<file path="config.mk">
export PLATFORM = sky130hd
export DESIGN_NAME = uart_tx_ctrl
export DESIGN_NICKNAME = d
export VERILOG_FILES = /design/src/rtl/uart_tx_ctrl.sv
export SDC_FILE = /design/constraint.sdc
export NUM_CORES = 1
export LEC_CHECK = 0
export BUFFER_PORTS_ARGS = -buffer_cell sky130_fd_sc_hd__buf_2
export CORE_MARGIN = 2
export CORE_UTILIZATION = 35
export DETAILED_ROUTE_END_ITERATION = 7
export HOLD_SLACK_MARGIN = 0.05
export PLACE_DENSITY = 0.59
export SYNTH_ARGS = -nofsm -noshare
export SYNTH_HDL_FRONTEND = slang
export SYNTH_SLANG_ARGS = --single-unit
</file>
<file path="constraint.sdc">
create_clock -name clk -period 1.2 [get_ports clk]
set_input_delay 0.12 -clock clk [delete_from_list [all_inputs] [get_ports clk]]
set_output_delay 0.12 -clock clk [all_outputs]
set_load 0.01 [all_outputs]
</file>
<file path="src/rtl/uart_tx_ctrl.sv">
// UART TX frame sequencer: start, LSB-first data, optional parity, stop.
// One clk per bit; drives the downstream output mux select and the bit sources.
module uart_tx_ctrl #(
    parameter int DATA_WIDTH = 8
) (
    input  logic                  clk,
    input  logic                  rst,
    input  logic [DATA_WIDTH-1:0] P_DATA,
    input  logic                  Data_Valid,
    input  logic                  PAR_EN,
    input  logic                  PAR_TYP,
    output logic [1:0]            mux_sel,
    output logic                  ser_data,
    output logic                  par_bit,
    output logic                  busy
);

    localparam int CNT_W = $clog2(DATA_WIDTH);
    localparam logic [CNT_W-1:0] LAST_BIT = CNT_W'(DATA_WIDTH - 1);

    localparam logic [1:0] SEL_START  = 2'b00;
    localparam logic [1:0] SEL_STOP   = 2'b01;
    localparam logic [1:0] SEL_DATA   = 2'b10;
    localparam logic [1:0] SEL_PARITY = 2'b11;

    typedef enum logic [2:0] {
        S_IDLE,
        S_START,
        S_DATA,
        S_PARITY,
        S_STOP
    } state_t;

    state_t                r_state;
    state_t                w_next;
    logic [DATA_WIDTH-1:0] r_data;
    logic [CNT_W-1:0]      r_cnt;
    logic                  r_par_en;
    logic                  r_par_bit;

    // NOTE: sequential state uses non-blocking assignments so every register
    // samples pre-edge values, independent of statement order.
    always_ff @(posedge clk or negedge rst) begin
        if (!rst) begin
            r_state <= S_IDLE;
        end else begin
            r_state <= w_next;
        end
    end

    // NOTE: default assignment first so no path through the case leaves
    // w_next unassigned, which would infer a latch.
    always_comb begin
        w_next = r_state;
        case (r_state)
            S_IDLE:   if (Data_Valid) w_next = S_START;
            S_START:  w_next = S_DATA;
            S_DATA:   if (r_cnt == LAST_BIT) w_next = r_par_en ? S_PARITY : S_STOP;
            S_PARITY: w_next = S_STOP;
            S_STOP:   w_next = S_IDLE;
            default:  w_next = S_IDLE;
        endcase
    end

    // Inputs are captured only on acceptance, so later changes cannot leak into the frame.
    always_ff @(posedge clk or negedge rst) begin
        if (!rst) begin
            r_data    <= '0;
            r_cnt     <= '0;
            r_par_en  <= 1'b0;
            r_par_bit <= 1'b0;
        end else begin
            case (r_state)
                S_IDLE: begin
                    if (Data_Valid) begin
                        r_data    <= P_DATA;
                        r_par_en  <= PAR_EN;
                        r_par_bit <= (^P_DATA) ^ PAR_TYP;
                    end
                end
                S_START: r_cnt <= '0;
                S_DATA: begin
                    r_data <= r_data >> 1;
                    r_cnt  <= r_cnt + 1'b1;
                end
                default: ;
            endcase
        end
    end

    always_comb begin
        mux_sel  = SEL_STOP;
        busy     = 1'b0;
        ser_data = 1'b0;
        case (r_state)
            S_START: begin
                mux_sel = SEL_START;
                busy    = 1'b1;
            end
            S_DATA: begin
                mux_sel  = SEL_DATA;
                busy     = 1'b1;
                ser_data = r_data[0];
            end
            S_PARITY: begin
                mux_sel = SEL_PARITY;
                busy    = 1'b1;
            end
            S_STOP: begin
                mux_sel = SEL_STOP;
                busy    = 1'b1;
            end
            default: ;
        endcase
    end

    assign par_bit = r_par_bit;

endmodule

</file>
# Yosys cells after proc, flatten, opt, wreduce, memory -nomap -nowiden
# Index checks and enable logic that the tools add are counted.
# W data, S select, Z words.
totals:
  ff_bits: 16
  input_bits: 13
  out_inout_bits: 5
  wordCells: 32
classes:
  addsub: 1
  eq_ne: 7
  muxes: 10
  bitwise: 1
  n_reduce_logical: 8
ops:
  columns: ["op", "n"]
  rows:
  - ["$pmux W8 S2", 1]
  - ["$pmux W3 S4", 1]
  - ["$mux W3", 3]
  - ["$mux W8", 1]
  - ["$reduce_xor A8 Y1", 1]
  - ["$eq A3 B2 Y1 const B", 2]
  - ["$eq A3 B3 Y1 const B", 2]
  - ["$pmux W2 S3", 1]
  - ["$pmux W3 S2", 1]
  - ["$reduce_and A2 Y1", 3]
  - ["$ne A2 B2 Y1 const B", 2]
  - ["$reduce_bool A2 Y1", 2]
  - ["$reduce_or A4 Y1", 1]
  - ["$add A3 B1 Y3 const B", 1]
  - ["$eq A3 B1 Y1 const B", 1]
  - ["$logic_not A3 Y1", 1]
  - ["$mux W1", 2]
  - ["$xor A1 B1 Y1", 1]

# Longest topological paths before layout
# Gate-level depths: netlist of the first run.
logic_depth:
  depth_word: 3
  ltp_mapped: 5

# Least setup slack after synthesis of the first run
# OpenSTA, ideal clock, no wires.
synth_timing:
  path_type: "register to register"
  startpoint: "reg r_state[0]"
  endpoint: "reg r_data[0]"
  t_arrival_ns: 1.154
  t_required_ns: 1.062
  setup_slack_ns: -0.092
  path_stages_with_launch: 6
  period_less_slack_ns: 1.292
  path_cell_list: "dfrtp_1 nor2_1 and2_1 buf_4 mux2i_1 o21ai_0"
synth_between:
  elab_chain_cells: 3
  elab_cells_between_ends: 6
  cone_classes: "eq/ne (2); mux (1); reduce/logical (3)"
synth_rtl:
  columns: ["item", "line_no", "text"]
  rows:
  - ["start, declared", "34", "state_t r_state;"]
  - ["start signal, assigned", "47", "r_state <= w_next;"]
  - ["$eq A3 B2 Y1 or $logic_not A3 Y1 (tied branches)", "73", "case (r_state)"]
  - ["$reduce_bool A2 Y1 (no line) or $ne A2 B2 Y1 (tied branches)", null, null]
  - ["$reduce_and A2 Y1 (no line)", null, null]
  - ["end signal, assigned", "83", "r_data <= r_data >> 1;"]
  - ["end, declared", "36", "logic [DATA_WIDTH-1:0] r_data;"]
# Several ways; a longest one is shown, not always the timed one.
# A chain may end at the register's enable or synchronous reset.

# Worst setup path after layout of the first run
layout_timing:
  startpoint: "reg r_state[1]"
  endpoint: "out mux_sel[0]"
layout_between:
  elab_chain_cells: 2
  elab_cells_between_ends: 4
  cone_classes: "eq/ne (3); mux (1)"
layout_rtl:
  columns: ["item", "line_no", "text"]
  rows:
  - ["$eq A3 B2 Y1 or $eq A3 B1 Y1 (tied branches)", "95", "case (r_state)"]
  - ["$pmux W2 S3 *", "95", null]
  - ["end, declared", "12", "output logic [1:0] mux_sel,"]
# Every way passes the cells marked *; elsewhere a longest branch is shown, timed or not.

==> results.toml, run 1 <==
[power]
p_per_area_nw_per_um2 = 2530
power_frac_seq_pct = 31.4
cellInternalPower_w = 0.00192
pwr-share-comb_pct = 56.6
ir_drop_mv = 1.20
power.net_switching_w = 0.00110
leakagePower_nw = 0.574
pwr-share-clk_pct = 12.0
netSwitchingFraction_pct = 36.4

[final_layout]
final_nets = 128
syn_to_final_growth_pct = 44.4
finalInstanceArea_um2 = 1190
drive_gt1_share_pct = 46.4
final_util_pct = 53.7
num_antenna_cells = 0

[floorplan]
die_w_um = 52.5
core_area_um2 = 2210
num_io_pins = 18
die_h_um = 52.5
std_cell_rows = 17
start_util_pct = 37.2
dieArea_um2 = 2760

[sta]
fin_crit_ns = 1.34
fmax_mhz = 749
worstMarginPinSlew_ns = 0.384
report.final.slew_viol_count = 0
hold_viol = 0
skew_ns = 0.00513
setup_viol = 15
period_share_pct = 111
setup_ws_ns = -0.136
grt_setup_unrepaired = "true"
slew_headroom_pct = 74.4

[worst_setup_path]
critPathMaxFanout = 4
r2r_slack_ns = -0.10
critPathCapture = "mux_sel[0]"
r2r_end = "r_cnt[0]"
worst-endpoint-arrival_ns = 1.22
worstPathRequired_ns = 1.08
cpPeakStageDelay_ns = 0.44
slowest_stage = "dfrtp_2"
worst-setup-path-type = "register to output pin"
r2r_cells = 4
r2r-start = "r_state[1]"
path_cells = "buf_6 -> xor2_1 -> nand2b_1 -> buf_2"
start_kind = "register"
startpoint = "r_state[1]"
cp-end-kind = "output pin"

[detailed_routing]
drt_iter0_drc = 6
drc_errors = 0
wirelength_um = 1720
vias = 633
dr.pass1.iters = 3
routed_via_density = 4.52
antenna_left = 0
wl_per_cell_um = 12.3

[global_routing]
grt.overflow.total = 0
grt_max_degree = 17
grt_pass1_wl_um = 2820
grt_antenna_before_repair = 0
grt_use_total_pct = 14.5
grt_pass1_vias = 645

[synthesis]
synthTopCellsByArea = "dfrtp_1 (49%), mux2i_1 (11%), xnor2_1 (6.4%)"
ys_seq_area_share_pct = 48.6
ys_types = 22
synth-seq-cells = 16
synth_area_um2 = 823
yosysWarnings = 0
avgSynthCellArea_um2 = 11.0
yosys.area.top_type = "dfrtp_1"
yosysTopAreaCellShare_pct = 48.6
syn_nets = 90
synthesis.instances = 75

[clocking]
cts_buffers = 3
clk_latency_ns = 0.29
cts_tree = "yes"
clk_pin_slew_worst_paths_ns = 0.10
h-tree-depth = 1
clockBufferDepth = 2
cts.sinks = 16
root_buffer = "clkbuf_4"

[status]
outcome = "finished with violations"
violations = "negative setup slack"

[placement]
io_buffers = 17
gp_congestion = 0.668
place_hpwl_um = 1190
place_ws_ns = -0.115
dpl-instance-area_um2 = 1020

[job]
max_cap_viol_count = 0

[worst_hold_path]
holdCritPathClass = "input pin to register"
-- timing repair --
action / 4_1_cts / 5_1_grt
endpoints found under the setup margin: 14 / 20
resized for setup: 8 / 9
pin swaps: 2 / 4
hold endpoints to repair: 17 / 0
hold buffers: 2 / 0
setup buffers: 3 / 3
-- layout make-up --
cell class / count / area (um^2)
Fill cell: 210 / 1020
Multi-Input combinational cell: 55 / 468
Sequential cell: 16 / 402
Timing Repair Buffer: 36 / 244
Clock buffer: 4 / 36.3
Tap cell: 28 / 35.0
Inverter: 1 / 3.75
-- state kept, by name (all words and copies together) (netlist names) --
register and cells:
r_cnt 3, r_data 8, par_bit 1, r_state 3
r_par_en 1
-- cell families after synthesis --
group	after synthesis	synth area share [%]
fa+ha+maj	2	3.04
flops	16	48.6
simple gates	20	11.4
xor+xnor	9	11.2
mux	11	14.1
buf+inv	4	2.58
compound gates	13	8.97
-- routing by layer --
metal	track usage, %	vias to the layer above	share of wire, %
met4	3.85	0	0.70
met2	26.0	12	50
li1	-	331	-
met5	0	-	0
met1	16.0	288	44
met3	5.14	2	5.0
-- worst max-delay path: cells and delay by family (launching register included) --
kind / cells / cell delay [ns]
and+or+nand+nor: 1 / 0.08
xor gates and xnor gates: 1 / 0.12
DFF: 1 / 0.44
buffers and inverters: 2 / 0.28
-- cell usage after synthesis, drive strengths merged --
cell type / instances
ha: 2
and2: 2
nand2b: 1
nand2: 8
dfrtp: 16
mux2i: 9
nor2: 4
a21oi: 1
xnor2: 6
mux2: 2
xor2: 2
a22o: 2
nor3: 1
and3: 1
buf: 3
a31oi: 1
xnor3: 1
inv: 1
o21ai: 9
nor2b: 3
-- power groups by stage --
stage                     Combinational (W)  Sequential [W]  Clock (W)
final                               0.00171        0.000945   0.000362
after detailed placement            0.00139        0.000955          0
after global routing                0.00190        0.000978   0.000399
after floorplan                    0.000976        0.000917          0
after CTS                           0.00158        0.000935   0.000375
after global placement              0.00136        0.000943          0
-- stage by stage --
stage               cells  hold slack, ns  total power, W  setup TNS (ns)
floorplan              75          -0.176         0.00189          -0.162
global placement      129          0.0582         0.00230          -0.218
detailed placement    129          0.0585         0.00234          -0.281
CTS                   138           0.123         0.00289          -0.970
global route          140           0.156         0.00328           -2.42
finish                140           0.127         0.00301          -0.778
-- how the worst min path moves through the flow --
stage                          from         end  slack, ns  cells past startpoint
after floorplan                 rst     par_bit      -0.18                      0
after global placement          rst  r_state[2]       0.06                      1
after detailed placement        rst  r_state[0]       0.06                      1
after CTS                 P_DATA[4]   r_data[4]       0.12                      3
after global routing      P_DATA[4]   r_data[4]       0.16                      3
final                     P_DATA[4]   r_data[4]       0.13                      3
-- cell usage in the layout (no fill, tap or decap), drive strengths merged --
master | netlist | layout
nand2 | 8 | 8
clkbuf | 0 | 4
and3 | 1 | 1
a21oi | 1 | 1
dfrtp | 16 | 16
nor2b | 3 | 3
buf | 3 | 34
mux2 | 2 | 2
inv | 1 | 1
mux2i | 9 | 9
xnor3 | 1 | 1
nor3 | 1 | 1
dlygate4sd3 | 0 | 2
a31oi | 1 | 1
and2 | 2 | 2
ha | 2 | 2
o21ai | 9 | 9
nand2b | 1 | 1
xnor2 | 6 | 6
xor2 | 2 | 2
nor2 | 4 | 4
a22o | 2 | 2
(Power assumes the default switching activity.)
==> inputs of run 2 (changes only) <==
--- a/config.mk
+++ b/config.mk
@@ -10,7 +10,7 @@
 export CORE_UTILIZATION = 35
 export DETAILED_ROUTE_END_ITERATION = 7
 export HOLD_SLACK_MARGIN = 0.05
-export PLACE_DENSITY = 0.59
+export PLACE_DENSITY = 0.69
 export SYNTH_ARGS = -nofsm -noshare
 export SYNTH_HDL_FRONTEND = slang
 export SYNTH_SLANG_ARGS = --single-unit
==> constraint.sdc (replaced) <==
create_clock -name clk -period 1.2 [get_ports clk]
set_input_delay 0.24 -clock clk [delete_from_list [all_inputs] [get_ports clk]]
set_output_delay 0.24 -clock clk [all_outputs]
set_load 0.01 [all_outputs]
==> run 2 against run 1 <==
Against the previous run:
- the run still ends with negative setup slack left
- largest power group unchanged
- hold slack better by 0.049 ns
- setup slack worse by 0.10 ns
- critical endpoint is now busy
- total power up 1.9%
- first-iteration DRC count down 17%
- largest cell class unchanged
- clock-buffer cell count down 1
- cell area up 0.53%
- flip-flop and latch count unchanged
- sequential power up 2%
- global-route usage down 0.57 points
- wire length up 1.3%
- non-clock buffer count down 1
==> results.toml, run 2 (same netlist as run 1, synthesis figures left out) <==
[detailed_routing]
wl_per_cell_um = 12.5
wirelength_um = 1740
drt_iter0_drc = 5
antenna_left = 0
routed_via_density = 4.69
drc_errors = 0
dr.pass1.iters = 5
vias = 652

[final_layout]
final_util_pct = 54.0
regMostFlops = "r_data"
fillCellCount = 214
final_common_cell = "buf_2"
final_cell_mix = "buf_2 (16), dfrtp_1 (14), buf_4 (11)"
drive_gt1_share_pct = 48.6
largestRegisters = "r_data (8), r_cnt (3), r_state (3)"
fin_cells = 139
final_nets = 128
num_antenna_cells = 0
largest_reg_flops = 8
syn_to_final_growth_pct = 45.1

[global_routing]
grt_antenna_before_repair = 0
grt_pass1_vias = 656
grt_max_degree = 17
grt_use_total_pct = 13.9
grt_pass1_wl_um = 2740
grt.overflow.total = 0

[clocking]
h-tree-depth = 1
cts_buffers = 3
clk_pin_slew_worst_paths_ns = 0.08
cts.sinks = 16
root_buffer = "clkbuf_4"
clk_latency_ns = 0.27
clockBufferDepth = 2
cts_tree = "yes"

[sta]
fin_worst_hold_slack_ns = 0.176
period_share_pct = 120
hold_viol = 0
setup_viol = 13
skew_ns = 0.00133
setup_ws_ns = -0.239
report.final.slew_viol_count = 0
grt_setup_unrepaired = "true"
fin_crit_ns = 1.44
worstMarginPinSlew_ns = 0.385
slew_headroom_pct = 74.3
fmax_mhz = 695

[worst_setup_path]
slowest_stage = "dfrtp_2"
start_kind = "register"
path_cells = "buf_6 -> nor2_4 -> xnor2_2 -> buf_2"
cpPeakStageDelay_ns = 0.45
worst-endpoint-arrival_ns = 1.20
worst-setup-path-type = "register to output pin"
r2r_slack_ns = -0.09
cp-end-kind = "output pin"
critPathMaxFanout = 4
worstPathRequired_ns = 0.96

[placement]
io_buffers = 17
place_hpwl_um = 1240
dp_cells = 125
place_ws_ns = -0.281
gp_congestion = 0.728

[floorplan]
die_h_um = 52.5
die_w_um = 52.5
start_util_pct = 37.2
num_io_pins = 18
core_area_um2 = 2210
dieArea_um2 = 2760
std_cell_rows = 17

[power]
finalPower_w = 0.00307
p_per_area_nw_per_um2 = 2570
ir_drop_mv = 1.21
leakagePower_nw = 0.576

[worst_hold_path]
holdCritPathClass = "input pin to register"

[job]
max_cap_viol_count = 0

[status]
violations = "negative setup slack"
outcome = "finished with violations"
## run 2: worst paths after layout
kind / from / end / depth (start not counted)
min: PAR_EN / r_par_en / 3
min reg2reg: r_data[4] / r_data[4] / 2
min in group asynchronous: rst / r_state[1] / 2
max: r_state[1] / busy / 4
max in group asynchronous: rst / r_state[0] / 2
max reg2reg: r_state[0] / r_data[4] / 5
## run 2: timing repair
item                                    in CTS  in global routing
cloned                                       0                  1
gates resized for setup                     10                 17
hold buffers                                 1                  0
hold endpoints to repair                    16                  0
setup buffers                                2                  7
endpoints found under the setup margin      16                 19
pin swaps                                    0                  5
## run 2: metal layers
metal  track usage [%]  vias to the layer above  routed length, um
li1                  -                      331                  -
met1              16.5                      306                750
met2              24.8                       15                933
met3              2.57                        0                 53
met4              5.13                        0                  0
met5                 0                        -                  0
## run 2: critical path, delay by kind of cell, from the launching register on
kind | cells | cell delay, ns
flip-flops | 1 | 0.45
buffers and inverters | 2 | 0.27
AND/OR/NAND/NOR | 1 | 0.11
XOR/XNOR | 1 | 0.10
## run 2: cell type report
class	instances	area [um^2]	share of cell area, %
flip-flops and latches	16	403	33.7
multi-input cells	56	479	40.1
inverters	1	3.75	0.314
clock buffers	3	22.5	1.88
well taps	28	35.0	2.93
repair buffers	35	251	21.0
## run 2: stage by stage
step                instance area [um^2]  TNS [ns]
floorplan                            840    -0.153
global placement                     998    -0.269
detailed placement                   998    -0.624
CTS                                 1070     -1.75
global route                        1190     -2.31
finish                              1190     -1.35
## run 2: power breakdown
group	switching, W	leakage [nW]	internal (W)
clock network	0.000148	0.0138	0.000116
registers	0.000171	0.198	0.000793
logic	0.000784	0.364	0.00106
==> inputs of run 3 (changes only) <==
--- a/config.mk
+++ b/config.mk
@@ -8,9 +8,10 @@
 export BUFFER_PORTS_ARGS = -buffer_cell sky130_fd_sc_hd__buf_2
 export CORE_MARGIN = 2
 export CORE_UTILIZATION = 35
+export CTS_CLUSTER_DIAMETER = 60
 export DETAILED_ROUTE_END_ITERATION = 7
 export HOLD_SLACK_MARGIN = 0.05
-export PLACE_DENSITY = 0.69
+export PLACE_DENSITY = 0.67
 export SYNTH_ARGS = -nofsm -noshare
 export SYNTH_HDL_FRONTEND = slang
 export SYNTH_SLANG_ARGS = --single-unit
==> constraint.sdc (replaced) <==
create_clock -name clk -period 1.33 [get_ports clk]
set_input_delay 0.266 -clock clk [delete_from_list [all_inputs] [get_ports clk]]
set_output_delay 0.266 -clock clk [all_outputs]
set_load 0.01 [all_outputs]
==> run 3 against run 2 <==
Against the previous run:
- the flow still finishes with violations (negative setup slack)
- flip-flop and latch count did not move
- utilization decreased by 3.7 points
- highest routed layer unchanged
- sequential power fell by 13%
- critical path depth did not move
==> results.toml, run 3 (same netlist as run 1, synthesis figures left out) <==
[final_layout]
syn_to_final_growth_pct = 35.1
regArea_um2 = 400
fin_cells = 133
final_util_pct = 50.3
fillCellCount = 231
regMostFlops = "r_data"
finalInstanceArea_um2 = 1110
largestRegisters = "r_data (8), r_cnt (3), r_state (3)"
multi_input_area_um2 = 429
final_nets = 121
final_cell_mix = "buf_2 (16), dfrtp_1 (16), o21ai_0 (9), mux2i_1 (9), nand2_1 (8)"
largest_reg_flops = 8
num_antenna_cells = 0
drive_gt1_share_pct = 39.0

[sta]
fin_crit_ns = 1.46
setup_viol = 3
period_share_pct = 110
worstMarginPinSlew_ns = 0.375
hold_viol = 0
skew_ns = 0.00515
fmax_mhz = 685
tns_ns = -0.360
report.final.slew_viol_count = 0
grt_setup_unrepaired = "true"
slew_headroom_pct = 75.0
setup_ws_ns = -0.130

[placement]
place_hpwl_um = 1240
io_buffers = 17
dp_cells = 123
gp_congestion = 0.730
dpl-instance-area_um2 = 983

[clocking]
cts.sinks = 16
cts_buffers = 3
root_buffer = "clkbuf_4"
clockBufferDepth = 2
h-tree-depth = 1
clk_latency_ns = 0.28
cts_tree = "yes"
clk_pin_slew_worst_paths_ns = 0.09

[worst_setup_path]
worst-endpoint-arrival_ns = 1.19
critPathMaxFanout = 3
worst-setup-path-type = "register to output pin"
cpPeakStageDelay_ns = 0.41
worstPathRequired_ns = 1.06
cp-end-kind = "output pin"
start_kind = "register"
slowest_stage = "dfrtp_1"
path_cells = "buf_6 -> nor2_2 -> xnor2_1 -> buf_2"

[detailed_routing]
wirelength_um = 1650
dr.pass1.iters = 2
drt_iter0_drc = 5
vias = 631
routed_via_density = 4.74
wl_per_cell_um = 12.4
antenna_left = 0
drc_errors = 0

[global_routing]
grtUsageMet2_pct = 25.4
grt_antenna_before_repair = 0
grt_use_total_pct = 14.2
grt_pass1_wl_um = 2840
use_met3_pct = 3.71
use_met1_pct = 16.5
grt.overflow.total = 0
grt_pass1_vias = 663
grt-busiest-layer = "met2"
grt_max_degree = 17

[power]
netSwitchingFraction_pct = 35.2
pwr-share-clk_pct = 12.4
leakagePower_nw = 0.547
ir_drop_mv = 1.00
cellInternalPower_w = 0.00169
power_frac_seq_pct = 32.2
pwr-share-comb_pct = 55.3
p_per_area_nw_per_um2 = 2340
power.net_switching_w = 0.000917
finalPower_w = 0.00261

[floorplan]
die_w_um = 52.5
std_cell_rows = 17
die_h_um = 52.5
core_area_um2 = 2210
start_util_pct = 37.2
num_io_pins = 18
dieArea_um2 = 2760

[worst_hold_path]
holdCritPathClass = "input pin to register"

[job]
max_cap_viol_count = 0

[status]
outcome = "finished with violations"
violations = "negative setup slack"
==> run 3: cell count changes in the layout (fill, tap and decap cells not counted), moves of 3 or more <==
cell     previous run  this run
o21ai_0             0         9
buf_6               7         4
o21ai_1             9         0
buf_4              11         7
==> run 3: through the flow <==
stage | hold WS (ns) | setup WS [ns]
after floorplan | -0.0296 | 0.0333
after global placement | 0.199 | -0.120
after detailed placement | 0.209 | -0.180
after CTS | 0.182 | -0.124
after global routing | 0.185 | -0.194
final | 0.185 | -0.130
==> run 3: per-layer routing <==
layer	vias to the layer above	share of wire (%)	wire length (um)
met4	0	0	0
li1	314	-	-
met1	304	43	708
met5	-	0	0
met3	0	4.8	79
met2	13	52	862
==> run 3: final timing paths <==
kind                                  from  cells past startpoint    endpoint  slack, ns
worst max register to register  r_state[0]                      5   r_data[6]       0.06
worst min-delay path                PAR_EN                      3    r_par_en       0.18
min in group asynchronous              rst                      2    r_cnt[1]       0.42
max in group asynchronous              rst                      2  r_state[0]       0.64
worst max-delay path            r_state[0]                      4        busy      -0.13
worst min register to register   r_data[0]                      2   r_data[0]       0.49
==> run 3: power by group through the flow <==
stage	combinational, W	clock (W)	sequential, W
floorplan	0.000809	0	0.000824
global route	0.00160	0.000356	0.000867
finish	0.00144	0.000323	0.000840
detailed placement	0.00120	0	0.000846
CTS	0.00142	0.000330	0.000845
global placement	0.00117	0	0.000833
==> run 3: cell type report <==
cell class	count	share of cell area (%)
Multi-Input combinational cell	55	38.6
Sequential cell	16	36.0
Timing Repair Buffer	29	18.7
Clock buffer	4	3.26
Tap cell	28	3.15
Inverter	1	0.337
==> run 3: worst max-delay path, delay by kind of cell, from the launching register on <==
kind	cells	cell delay, ns
DFF	1	0.41
and+or+nand+nor	1	0.11
buffers and inverters	2	0.27
xor gates and xnor gates	1	0.11
==> run 3: repair_timing <==
action	4_1_cts	5_1_grt
gates resized for setup	9	6
setup buffers	4	2
hold endpoints to repair	16	0
endpoints found under the setup margin	11	17
hold buffers	1	0
